File: config.mk
export PLATFORM = sky130hd
export DESIGN_NAME = ultrasonic_echo_emulator_flat
export DESIGN_NICKNAME = d
export VERILOG_FILES = /design/src/rtl/ultrasonic_echo_emulator_if.sv /design/src/rtl/ultrasonic_echo_emulator.sv /design/src/flat_wrapper.sv
export SDC_FILE = /design/constraint.sdc
export NUM_CORES = 1
export LEC_CHECK = 0
export ABC_AREA = 1
export BUFFER_PORTS_ARGS = -buffer_cell sky130_fd_sc_hd__buf_2
export CAP_MARGIN = 30
export CORE_MARGIN = 1
export CORE_UTILIZATION = 30
export DETAILED_ROUTE_END_ITERATION = 8
export PLACE_DENSITY_LB_ADDON = 0.15
export SLEW_MARGIN = 20
export SYNTH_ARGS = -nofsm -noshare
export SYNTH_HDL_FRONTEND = slang
export SYNTH_SLANG_ARGS = --single-unit
File: constraint.sdc
create_clock -name CLOCK_50 -period 3.78 [get_ports CLOCK_50]
set_clock_uncertainty 0.05 [all_clocks]
set_input_delay 0.567 -clock CLOCK_50 [delete_from_list [all_inputs] [get_ports CLOCK_50]]
set_output_delay 0.567 -clock CLOCK_50 [all_outputs]
set_load 0.005 [all_outputs]
File: src/rtl/ultrasonic_echo_emulator_if.sv
// Trigger/echo GPIO bundle between a ranging initiator and the
// emulated ultrasonic sensor that answers it.
interface ultrasonic_echo_emulator_if;
    logic        TRIG;
    logic [17:0] ECHO_CYCLES;
    logic        ECHO;
    logic        BUSY;
    logic        SHORT_TRIG;

    modport master (
        output TRIG,
        output ECHO_CYCLES,
        input  ECHO,
        input  BUSY,
        input  SHORT_TRIG
    );

    modport slave (
        input  TRIG,
        input  ECHO_CYCLES,
        output ECHO,
        output BUSY,
        output SHORT_TRIG
    );
endinterface

File: src/rtl/ultrasonic_echo_emulator.sv
// HC-SR04-style responder: validates the trigger width, waits the burst
// latency, drives a programmed echo pulse, then holds off new triggers.
module ultrasonic_echo_emulator #(
    parameter int unsigned MIN_TRIG_CYCLES = 500,
    parameter int unsigned LATENCY_CYCLES  = 10000,
    parameter int unsigned TIMEOUT_CYCLES  = 1900000,
    parameter int unsigned HOLDOFF_CYCLES  = 50000,
    parameter int          CNT_W           = 21
) (
    input  logic                         CLOCK_50,
    input  logic                         RESET_N,
    ultrasonic_echo_emulator_if.slave    bus
);

    localparam logic [CNT_W-1:0] MIN_C  = CNT_W'(MIN_TRIG_CYCLES);
    localparam logic [CNT_W-1:0] LAT_C  = CNT_W'(LATENCY_CYCLES);
    localparam logic [CNT_W-1:0] TOUT_C = CNT_W'(TIMEOUT_CYCLES);
    localparam logic [CNT_W-1:0] HOLD_C = CNT_W'(HOLDOFF_CYCLES);
    localparam logic [CNT_W-1:0] ONE_C  = CNT_W'(1);

    typedef enum logic [2:0] {
        S_IDLE,
        S_TRIG_HI,
        S_BURST,
        S_ECHO,
        S_HOLDOFF
    } state_t;

    state_t           state, state_nx;
    logic [CNT_W-1:0] cnt, cnt_nx;
    logic [CNT_W-1:0] echo_w, echo_w_nx;
    logic             sync1, trig_s, trig_d;
    logic [1:0]       vld;
    logic             armed;
    logic             rise;
    logic             short_nx;
    logic             busy_nx;
    logic             echo_q, busy_q, short_q;

    // A trigger needs a low level seen after reset, then a fresh rising edge.
    assign rise = trig_s & ~trig_d & armed;

    // Two-flop synchronizer, edge-detect copy and post-reset arming.
    always_ff @(posedge CLOCK_50 or negedge RESET_N) begin
        if (!RESET_N) begin
            sync1  <= 1'b0;
            trig_s <= 1'b0;
            trig_d <= 1'b0;
            vld    <= 2'b00;
            armed  <= 1'b0;
        end else begin
            sync1  <= bus.TRIG;
            trig_s <= sync1;
            trig_d <= trig_s;
            vld    <= {vld[0], 1'b1};
            if (vld[1] && !trig_s) begin
                armed <= 1'b1;
            end
        end
    end

    // State, shared counter, captured width and registered outputs.
    always_ff @(posedge CLOCK_50 or negedge RESET_N) begin
        if (!RESET_N) begin
            state   <= S_IDLE;
            cnt     <= '0;
            echo_w  <= '0;
            echo_q  <= 1'b0;
            busy_q  <= 1'b0;
            short_q <= 1'b0;
        end else begin
            state   <= state_nx;
            cnt     <= cnt_nx;
            echo_w  <= echo_w_nx;
            echo_q  <= (state == S_ECHO);
            busy_q  <= busy_nx;
            short_q <= short_nx;
        end
    end

    // Next-state: width check, burst latency, echo width and holdoff.
    always_comb begin
        state_nx  = state;
        cnt_nx    = cnt;
        echo_w_nx = echo_w;
        short_nx  = 1'b0;
        unique case (state)
            S_IDLE: begin
                if (rise) begin
                    state_nx = S_TRIG_HI;
                    cnt_nx   = ONE_C;
                end
            end
            S_TRIG_HI: begin
                if (!trig_s) begin
                    if (cnt >= MIN_C) begin
                        if (bus.ECHO_CYCLES == 18'd0) begin
                            echo_w_nx = TOUT_C;
                        end else begin
                            echo_w_nx = CNT_W'(bus.ECHO_CYCLES);
                        end
                        cnt_nx   = LAT_C;
                        state_nx = S_BURST;
                    end else begin
                        short_nx = 1'b1;
                        cnt_nx   = '0;
                        state_nx = S_IDLE;
                    end
                end else if (cnt < MIN_C) begin
                    cnt_nx = cnt + ONE_C;
                end
            end
            S_BURST: begin
                if (cnt <= ONE_C) begin
                    state_nx = S_ECHO;
                    cnt_nx   = echo_w;
                end else begin
                    cnt_nx = cnt - ONE_C;
                end
            end
            S_ECHO: begin
                if (cnt <= ONE_C) begin
                    state_nx = S_HOLDOFF;
                    cnt_nx   = HOLD_C;
                end else begin
                    cnt_nx = cnt - ONE_C;
                end
            end
            S_HOLDOFF: begin
                if (cnt == '0) begin
                    state_nx = S_IDLE;
                end else begin
                    cnt_nx = cnt - ONE_C;
                end
            end
            default: begin
                state_nx = S_IDLE;
                cnt_nx   = '0;
            end
        endcase
    end

    // BUSY covers burst, echo and holdoff, aligned with the state register.
    always_comb begin
        busy_nx = (state_nx == S_BURST) ||
                  (state_nx == S_ECHO) ||
                  (state_nx == S_HOLDOFF);
    end

    assign bus.ECHO       = echo_q;
    assign bus.BUSY       = busy_q;
    assign bus.SHORT_TRIG = short_q;

endmodule

File: src/flat_wrapper.sv
// flat-port wrapper written by rule: the top's interface ports become plain ports
module ultrasonic_echo_emulator_flat 
#(
    parameter int unsigned MIN_TRIG_CYCLES = 500,
    parameter int unsigned LATENCY_CYCLES  = 10000,
    parameter int unsigned TIMEOUT_CYCLES  = 1900000,
    parameter int unsigned HOLDOFF_CYCLES  = 50000,
    parameter int          CNT_W           = 21
)
  (CLOCK_50, RESET_N, bus_TRIG, bus_ECHO_CYCLES, bus_ECHO, bus_BUSY, bus_SHORT_TRIG);
  ultrasonic_echo_emulator_if bus_i ();
  input  logic CLOCK_50;
  input  logic RESET_N;
  input wire logic [$bits(bus_i.TRIG)-1:0] bus_TRIG;
  input wire logic [$bits(bus_i.ECHO_CYCLES)-1:0] bus_ECHO_CYCLES;
  output wire logic [$bits(bus_i.ECHO)-1:0] bus_ECHO;
  output wire logic [$bits(bus_i.BUSY)-1:0] bus_BUSY;
  output wire logic [$bits(bus_i.SHORT_TRIG)-1:0] bus_SHORT_TRIG;
  assign bus_i.TRIG = bus_TRIG;
  assign bus_i.ECHO_CYCLES = bus_ECHO_CYCLES;
  assign bus_ECHO = bus_i.ECHO;
  assign bus_BUSY = bus_i.BUSY;
  assign bus_SHORT_TRIG = bus_i.SHORT_TRIG;
  ultrasonic_echo_emulator #(.MIN_TRIG_CYCLES(MIN_TRIG_CYCLES), .LATENCY_CYCLES(LATENCY_CYCLES), .TIMEOUT_CYCLES(TIMEOUT_CYCLES), .HOLDOFF_CYCLES(HOLDOFF_CYCLES), .CNT_W(CNT_W)) u_core (.CLOCK_50(CLOCK_50), .RESET_N(RESET_N), .bus(bus_i));
endmodule
# Yosys cells after proc, flatten, opt, wreduce, memory -nomap -nowiden
# Index checks and enable logic that the tools add are counted.
totals:
  register_bits: 54
  out_inout_bits: 3
  wordCells: 58
op_classes:
  add_sub_neg: 2
  magnitude_cmp: 3
  eq_ne: 10
  mux: 19
  n_bitwise: 4
  n_reduce_logical: 9
ops:
  columns: ["cell", "count"]
  rows:
  - ["2-to-1 mux 21 bit", 7]
  - ["one-hot mux 21 bit (5 select lines)", 1]
  - ["adder 21 x 1 -> 21 bit (second input constant)", 1]
  - [">= comparator 21 x 9 -> 1 bit (second input constant)", 1]
  - ["less-or-equal comparator 21 x 1 -> 1 bit (second input constant)", 1]
  - ["logical NOT 21 bit", 1]
  - ["less-than comparator 21 x 9 -> 1 bit (second input constant)", 1]
  - ["subtractor 21 x 1 -> 21 bit (second input constant)", 1]
  - ["logical NOT 18 bit", 1]
  - ["2-to-1 mux 3 bit", 5]
  - ["one-hot mux 3 bit (5 select lines)", 1]
  - ["2-to-1 mux 14 bit", 1]
  - ["== test 3 x 2 -> 1 bit (second input constant)", 4]
  - ["== test 3 bit (second input constant)", 2]
  - ["AND reduction 3 bit", 2]
  - ["== test 3 x 1 -> 1 bit (second input constant)", 1]
  - ["logical NOT 3 bit", 1]
  - ["2-to-1 mux 1 bit", 3]
  - ["!= test 3 bit (second input constant)", 1]
  - ["AND 1 bit", 2]
  - ["logical OR 1 bit", 2]
  - ["2-to-1 mux 2 bit", 1]
  - ["!= test 2 x 1 -> 1 bit (second input constant)", 1]
  - ["!= test 2 bit (second input constant)", 1]
  - ["other kinds (3)", 4]

# Logic depth before layout (Yosys ltp)
# Gate-level depths: netlist (run 1).
depth:
  ltp_word: 8
  mapped_depth: 13
  depth_no_buf: 12

# Worst setup path after synthesis (run 1)
# Ideal clock, no wire load.
synth_timing:
  kind: "reg2reg"
  from: "register u_core.cnt[0]"
  to: "register u_core.cnt[10]"
  setup_ps: 117
  arrival_time_ps: 1567
  slack_ps: 2046
  stages_incl_launch_ff: 11
  path_buffers: 0
  period_less_slack_ps: 1734
  cell_sequence: "dfrtp_1 ha_1 nand2_1 nor2_1 nand2_1 o21ai_0 nand2_1 o21ai_0 nand3_1 nand2_1 nand2_1"
synth_between:
  elab_chain_cells: 4
synth_lines:
  columns: ["element", "line_no", "source"]
  rows:
  - ["start, declared", "ultrasonic_echo_emulator.sv:30", "logic [CNT_W-1:0] cnt, cnt_nx;"]
  - ["start signal, assigned", "ultrasonic_echo_emulator.sv:73", "cnt <= cnt_nx;"]
  - ["adder 21 x 1 -> 21 bit or >= comparator 21 x 9 -> 1 bit (tied branches)", "ultrasonic_echo_emulator.sv:110, ultrasonic_echo_emulator.sv:96", null]
  - ["2-to-1 mux 21 bit or 2-to-1 mux 14 bit (tied branches)", "ultrasonic_echo_emulator.sv:109, ultrasonic_echo_emulator.sv:96", null]
  - ["2-to-1 mux 21 bit", "ultrasonic_echo_emulator.sv:95", "if (!trig_s) begin"]
  - ["one-hot mux 21 bit (5 select lines)", "ultrasonic_echo_emulator.sv:87", "unique case (state)"]
# Several ways; a longest one is shown, not always the timed one. The select of a mux whose other input is x is not followed.
# A chain may end at the register's enable or synchronous reset.

# Final worst setup path (run 1)
layout_timing:
  from: "register u_core.cnt[5]"
  to: "register u_core.cnt[11]"
layout_between:
  elab_chain_cells: 4
layout_lines:
  columns: ["element", "line_no", "source"]
  rows:
  - ["adder 21 x 1 -> 21 bit", "ultrasonic_echo_emulator.sv:110", "cnt_nx = cnt + ONE_C;"]
  - ["2-to-1 mux 21 bit", "ultrasonic_echo_emulator.sv:109", "end else if (cnt < MIN_C) begin"]
  - ["2-to-1 mux 21 bit", "ultrasonic_echo_emulator.sv:95", null]
  - ["one-hot mux 21 bit (5 select lines)", "ultrasonic_echo_emulator.sv:87", null]
# Several ways; a longest one is shown, not always the timed one. The select of a mux whose other input is x is not followed.

==> flow_summary_export.csv, run 1 <==
group,metric,value,unit
run_status,outcome,"finished, final reports clean",
die,dieHeight,116,µm
min_path,hold_class,"input port to asynchronous set/reset pin",
clocking,clockBufferDepth,2,
sta,worst_pin_slew,797,ps
final_layout,fin_cells,778,
die,pin_count,24,
synth,synth_top_area_cell,"dfrtp_1",
sta,rsz0062_at_grt,"no",
synth,synth-seq-cells,52,
sta,hold_violations,0,
die,die_w,116,µm
synth,synth_ff_type,"dfrtp_1",
synth,syn_inst,594,
synth,synth_edf_count,0,
critical_path,start_kind,"flop",
power_and_ir_drop,clkPwrFrac,15.6,%
clocking,cts_hold_buf,0,
flow_run,maxCapViolCount,0,
detailed_routing,drtAntennaViolNets,0,
detailed_routing,wl_per_cell,14.6,µm
placed_design,dp_hpwl,8.54,mm
global_routing,grt_max_degree,36,
final_layout,area_growth,10.3,%
die,core_area,12600,µm²
power_and_ir_drop,p_leak,2.21,nW
clocking,clock_latency,300,ps
sta,finalCriticalPeriod,2330,ps
detailed_routing,drc,0,
synth,syn_area_per_cell,6.51,µm²
sta,slew_headroom,46.7,%
detailed_routing,viasPerCell,4.73,
die,initial_core_util,30.6,%
sta,setup_violations,0,
critical_path,cpMaxStageDelayCell,"o21ai_4",
final_layout,drive_gt1_share,10.4,%
clocking,clkTransAtPathRegs,80,ps
critical_path,cp_max_fo,24,
critical_path,cp.arrival,2470,ps
clocking,htree_levels,2,
critical_path,critPathMaxStageDelay,630,ps
critical_path,worstSetupPathType,"flop to flop",
power_and_ir_drop,max-vdd-ir-drop,270,µV
power_and_ir_drop,power_switching,1.82,mW
clocking,root_buffer,"clkbuf_16",
synth,yosysSeqAreaShare,33.6,%
synth,synth_area,3870,µm²
global_routing,grt_pass1_wl,18.4,mm
global_routing,antenna_found_initial,0,
clocking,cts-resized-gates,0,
sta,finalCritPeriodShare,61.5,%
synth,synth_area_leaders,"dfrtp_1 (34%), nand2_1 (21%), inv_1 (6.8%)",
power_and_ir_drop,power_frac_comb,56.3,%
final_layout,diodes,0,
power_and_ir_drop,p_seq_share,28.1,%
detailed_routing,drt-pass1-iter-count,5,
die,dieArea,13300,µm²
global_routing,grt_usage,18.3,%
detailed_routing,drtIter0Drc,244,
clocking,clock-sinks,52,
critical_path,end_kind,"flop",
clocking,cts_buffers,5,
synth,synth_top_area_share,33.6,%
synth,yosysUniqueCellTypes,37,
power_and_ir_drop,p_sw_share,52.0,%
placed_design,io_buffers,23,
synth,ys_warn_count,0,
power_and_ir_drop,p_int,1.68,mW
sta,maxSlewViolCount,0,
synth,synth_nets,619,
sta,tns,0,ps
critical_path,crit_required,3930,ps
critical_path,path_cells,"nand2_2, nor2_2, nand2_1, nand3b_4, nand2_4, o21ai_4, nor2_8, nand2_1, nand2_1",
power_and_ir_drop,p_per_area,821,nW/µm²
detailed_routing,num_vias,3677,
clocking,cts_tree,"yes",
placed_design,place.gp.congestion,0.866,
critical_path,crit_path_frequent_cell,"nand2_1",
clocking,post_cts_buffers,0,
synth,async_flop_share,100,%
final_layout,fin_nets,630,
global_routing,grt_pass1_vias,3429,
global_routing,overflow,0,
die,fp-row-count,41,
detailed_routing,drt_wl_total,11.4,mm
placed_design,dp.cells,769,
sta,fmax,430,MHz
worst paths after layout:
kind	slack [ps]	cells after the start	endpoint	from
max	1450	9	u_core.cnt[11]$_DFFE_PN0P_	u_core.cnt[5]$_DFFE_PN0P_
min	130	1	u_core.cnt[20]$_DFFE_PN0P_	RESET_N
max reg2reg	1450	9	u_core.cnt[11]$_DFFE_PN0P_	u_core.cnt[5]$_DFFE_PN0P_
min reg2reg	300	0	u_core.trig_s$_DFF_PN0_	u_core.sync1$_DFF_PN0_
max in group asynchronous	2790	3	u_core.echo_w[19]$_DFFE_PN0P_	RESET_N
min in group CLOCK_50	300	0	u_core.trig_s$_DFF_PN0_	u_core.sync1$_DFF_PN0_
metal layers:
layer / vias to the layer above / track usage [%] / routed length [µm]
li1: 1874 / - / -
met2: 97 / 28.3 / 4960
met3: 12 / 2.93 / 621
met4: 0 / 4.50 / 146
met1: 1694 / 26.5 / 5650
met5: - / 0 / 0
cells in the mapped netlist, types with 4 or more instances:
library cell,instances
a21oi_1,27
a22oi_1,5
buf_2,13
buf_6,4
dfrtp_1,52
ha_1,4
inv_1,70
nand2_1,212
nand2_2,7
nand3_1,44
nand3_2,5
nand4_1,7
nor2_1,65
nor2_2,5
nor3_1,9
o21ai_0,19
xor2_1,14
metrics by stage:
step	setup WS [ps]	util, %	cell area, µm²	hold WS [ps]	total power [mW]
after floorplan	2050	-	3870	221	2.51
final	1450	33.8	4260	133	3.50
after detailed placement	1440	32.2	4070	289	2.95
after global routing	1240	33.8	4260	157	3.84
after CTS	1430	33.6	4240	306	3.52
after global placement	1440	32.2	4070	284	2.95
flip-flops by register name, indices dropped and copies added, names as in the netlist:
name                   flops
u_core.trig_s              1
u_core.trig_d              1
u_core.bus.BUSY            1
u_core.cnt                21
u_core.vld                 2
u_core.sync1               1
u_core.armed               1
u_core.bus.ECHO            1
u_core.state               3
u_core.bus.SHORT_TRIG      1
u_core.echo_w             19
kinds of logic after synthesis:
kind of cell	synth area share [%]
and+or+nand+nor	41.7
buffers and inverters	10.6
AOI/OAI and AO/OA	9.25
DFF	33.6
xor gates and xnor gates	3.40
adders and majority gates	1.29
other	0.0970
layout by cell type, fill, tap and decap left out, types with 4 or more instances in the layout:
master	netlist	layout
a21oi_1	27	27
a22oi_1	5	5
buf_2	13	23
clkbuf_16	0	5
dfrtp_1	52	52
ha_1	4	4
inv_1	70	70
nand2_1	212	212
nand2_2	7	7
nand3_1	44	44
nand3_2	5	5
nand4_1	7	7
nor2_1	65	65
nor2_2	5	5
nor3_1	9	9
o21ai_0	19	19
xor2_1	14	14
power by group through the flow:
stage          logic (mW)  registers, mW  clock network (mW)
2_1_floorplan        1.65          0.869                   0
3_3_place_gp         1.96          0.986                   0
3_5_place_dp         1.96          0.990                   0
4_1_cts              1.97          0.981               0.564
5_1_grt              2.24           1.01               0.587
6_report             1.97          0.983               0.548
worst max-delay path: cells and delay by family (launching register included):
family          cells  cell delay [ps]
simple gates        8             1020
compound gates      1              630
flops               1              510
layout make-up:
class	instances	area [µm²]
clock inverter	2	38.8
inverter	73	274
multi-input combinational	448	2160
timing repair buffer	25	150
tap	172	215
fill	1435	8360
clock buffer	6	129
sequential	52	1300
Power figures use the tool's default switching activity.
==> run 2, diff against run 1 <==
clock period = 2.4 ns   (was 3.78 ns; I/O delays follow)
==> run 2 against run 1 <==
- die area did not move
- worst hold slack worse by 110 ps
- non-clock buffer count is 12 higher
- combinational power is 66% higher
- cell count up 1.5%
- sequential power grew 57%
- first-iteration DRC count up 23%
- global-route usage up 0.86 points
- routed wire length up 2.5%
- critical endpoint is now u_core.cnt[8]$_DFFE_PN0P_
- maximum frequency up 7.4%
- utilization grew 0.67 points
- largest cell class unchanged
- power is 59% higher
==> flow_summary_export.csv, run 2 (synthesis results as in run 1) <==
group,metric,value,unit
detailed_routing,drtAntennaViolNets,0,
final_layout,top_register,"u_core.cnt",
clocking,cts_tree,"yes",
min_path,hold_class,"input port to asynchronous set/reset pin",
final_layout,final_common_cell,"nand2_1",
clocking,cts_buffers,5,
power_and_ir_drop,p_leak,2.26,nW
final_layout,final_util,34.5,%
critical_path,timing.rr.start,"u_core.cnt[0]$_DFFE_PN0P_",
critical_path,crit_path_frequent_cell,"nand2_1",
die,pin_count,24,
placed_design,dp_hpwl,9.06,mm
critical_path,cpMaxStageDelayCell,"dfrtp_1",
sta,fmax,462,MHz
critical_path,reg2reg_slack,240,ps
detailed_routing,num_vias,3719,
run_status,outcome,"finished, final reports clean",
die,dieArea,13300,µm²
sta,hold_violations,0,
critical_path,end_kind,"flop",
critical_path,crit_required,2540,ps
die,dieHeight,116,µm
detailed_routing,drt_wl_total,11.7,mm
detailed_routing,wl_per_cell,14.8,µm
die,core_area,12600,µm²
final_layout,fin_nets,642,
critical_path,rr_endpoint,"u_core.cnt[8]$_DFFE_PN0P_",
clocking,root_buffer,"clkbuf_16",
power_and_ir_drop,p_per_area,1280,nW/µm²
final_layout,fin_area,4350,µm²
clocking,clockBufferDepth,2,
placed_design,io_buffers,23,
final_layout,multi_input_area,2180,µm²
sta,finalCriticalPeriod,2160,ps
global_routing,grt_pass1_vias,3585,
critical_path,cp_max_fo,6,
critical_path,cp_top_family,"simple AND/OR/NAND/NOR gates",
critical_path,start_kind,"flop",
power_and_ir_drop,max-vdd-ir-drop,532,µV
die,initial_core_util,30.6,%
clocking,clock-sinks,52,
final_layout,area_growth,12.5,%
global_routing,antenna_found_initial,0,
placed_design,dp_slack,140,ps
detailed_routing,drt-pass1-iter-count,5,
global_routing,grt_pass1_wl,19.2,mm
clocking,cts_hold_buf,0,
critical_path,critPathBufInv,1,
global_routing,grt_usage,19.2,%
flow_run,maxCapViolCount,0,
placed_design,place.gp.congestion,0.907,
final_layout,largest_reg_flops,21,
critical_path,cp.arrival,2300,ps
detailed_routing,drtIter0Drc,299,
final_layout,drive_gt1_share,12.8,%
clocking,cts-resized-gates,0,
sta,setup_ws,236,ps
sta,rsz0062_at_grt,"no",
sta,tns,0,ps
critical_path,reg2reg_depth,10,
critical_path,critPathMaxStageDelay,430,ps
sta,worst_pin_slew,644,ps
critical_path,startpoint,"u_core.cnt[0]$_DFFE_PN0P_",
sta,slew_headroom,57.1,%
die,fp-row-count,41,
clocking,htree_levels,2,
sta,maxSlewViolCount,0,
global_routing,grt_max_degree,31,
critical_path,worstSetupPathType,"flop to flop",
final_layout,num-fill-cells,1450,
die,die_w,116,µm
detailed_routing,drc,0,
final_layout,diodes,0,
critical_path,path_cells,"inv_1, ha_2, nand2_1, nor2_1, xor2_1, o21ai_0, nor2_1, nand2_1, nand2_1, nand2_1",
clocking,post_cts_buffers,0,
final_layout,final_cell_mix,"nand2_1 (212), inv_1 (70), nor2_1 (64)",
global_routing,overflow,0,
final_layout,ff_latch_area,1300,µm²
sta,finalCritPeriodShare,90.2,%
sta,setup_violations,0,
placed_design,place_area,4180,µm²
clocking,clkTransAtPathRegs,80,ps
detailed_routing,viasPerCell,4.71,
clocking,clock_latency,300,ps
final_layout,reg_top3,"u_core.cnt x21, u_core.echo_w x19, u_core.state x3",
run 2: cell types whose count changed in the layout (fill, tap and decap cells not counted), sizes merged:
| cell | previous run | this run |
|---|---|---|
| clkinv | 1 | 3 |
| clkbuf | 6 | 5 |
| bufinv | 1 | 0 |
| buf | 25 | 37 |
run 2: worst register-to-register path: stages, from the launching register on:
cell     delay, ps
dfrtp_1        430
inv_1          220
ha_2           310
nand2_1        170
nor2_1         260
xor2_1         240
o21ai_0        120
nor2_1         100
nand2_1         60
nand2_1         60
nand2_1         50
run 2: worst max-delay path by stage:
stage	slack, ps	to	cells after the start
global placement	150	u_core.cnt[17]$_DFFE_PN0P_	10
floorplan	670	u_core.cnt[10]$_DFFE_PN0P_	10
detailed placement	140	u_core.cnt[20]$_DFFE_PN0P_	10
CTS	110	u_core.cnt[20]$_DFFE_PN0P_	10
finish	240	u_core.cnt[8]$_DFFE_PN0P_	10
global route	60	u_core.cnt[20]$_DFFE_PN0P_	11
run 2: cell type report:
| class | instances | area share (%) |
|---|---|---|
| clock inverters | 3 | 0.518 |
| flip-flops and latches | 52 | 29.9 |
| clock buffers | 5 | 2.88 |
| inverters | 73 | 6.30 |
| multi-input cells | 448 | 50.1 |
| repair buffers | 37 | 5.35 |
| well taps | 172 | 4.95 |
run 2: routing by layer:
layer	part of all wire (%)	vias up	global-route usage, %
li1	-	1899	-
met1	47	1703	26.4
met2	45	103	30.8
met3	6.0	14	2.93
met4	2.1	0	6.06
met5	0	-	0
run 2: per-stage QoR:
step,instances,hold slack [ps],power [mW]
floorplan,594,14.4,3.96
global placement,782,284,4.77
detailed placement,782,285,4.77
CTS,790,49.9,5.56
global route,790,78.8,6.11
finish,790,25.1,5.56
run 2: power by group:
group | total (mW) | internal [mW] | switching [mW] | leakage (nW)
logic | 3.27 | 1.07 | 2.20 | 1.54
clock network | 0.750 | 0.392 | 0.358 | 0.0742
registers | 1.54 | 1.20 | 0.342 | 0.650
total | 5.56 | 2.66 | 2.90 | 2.26
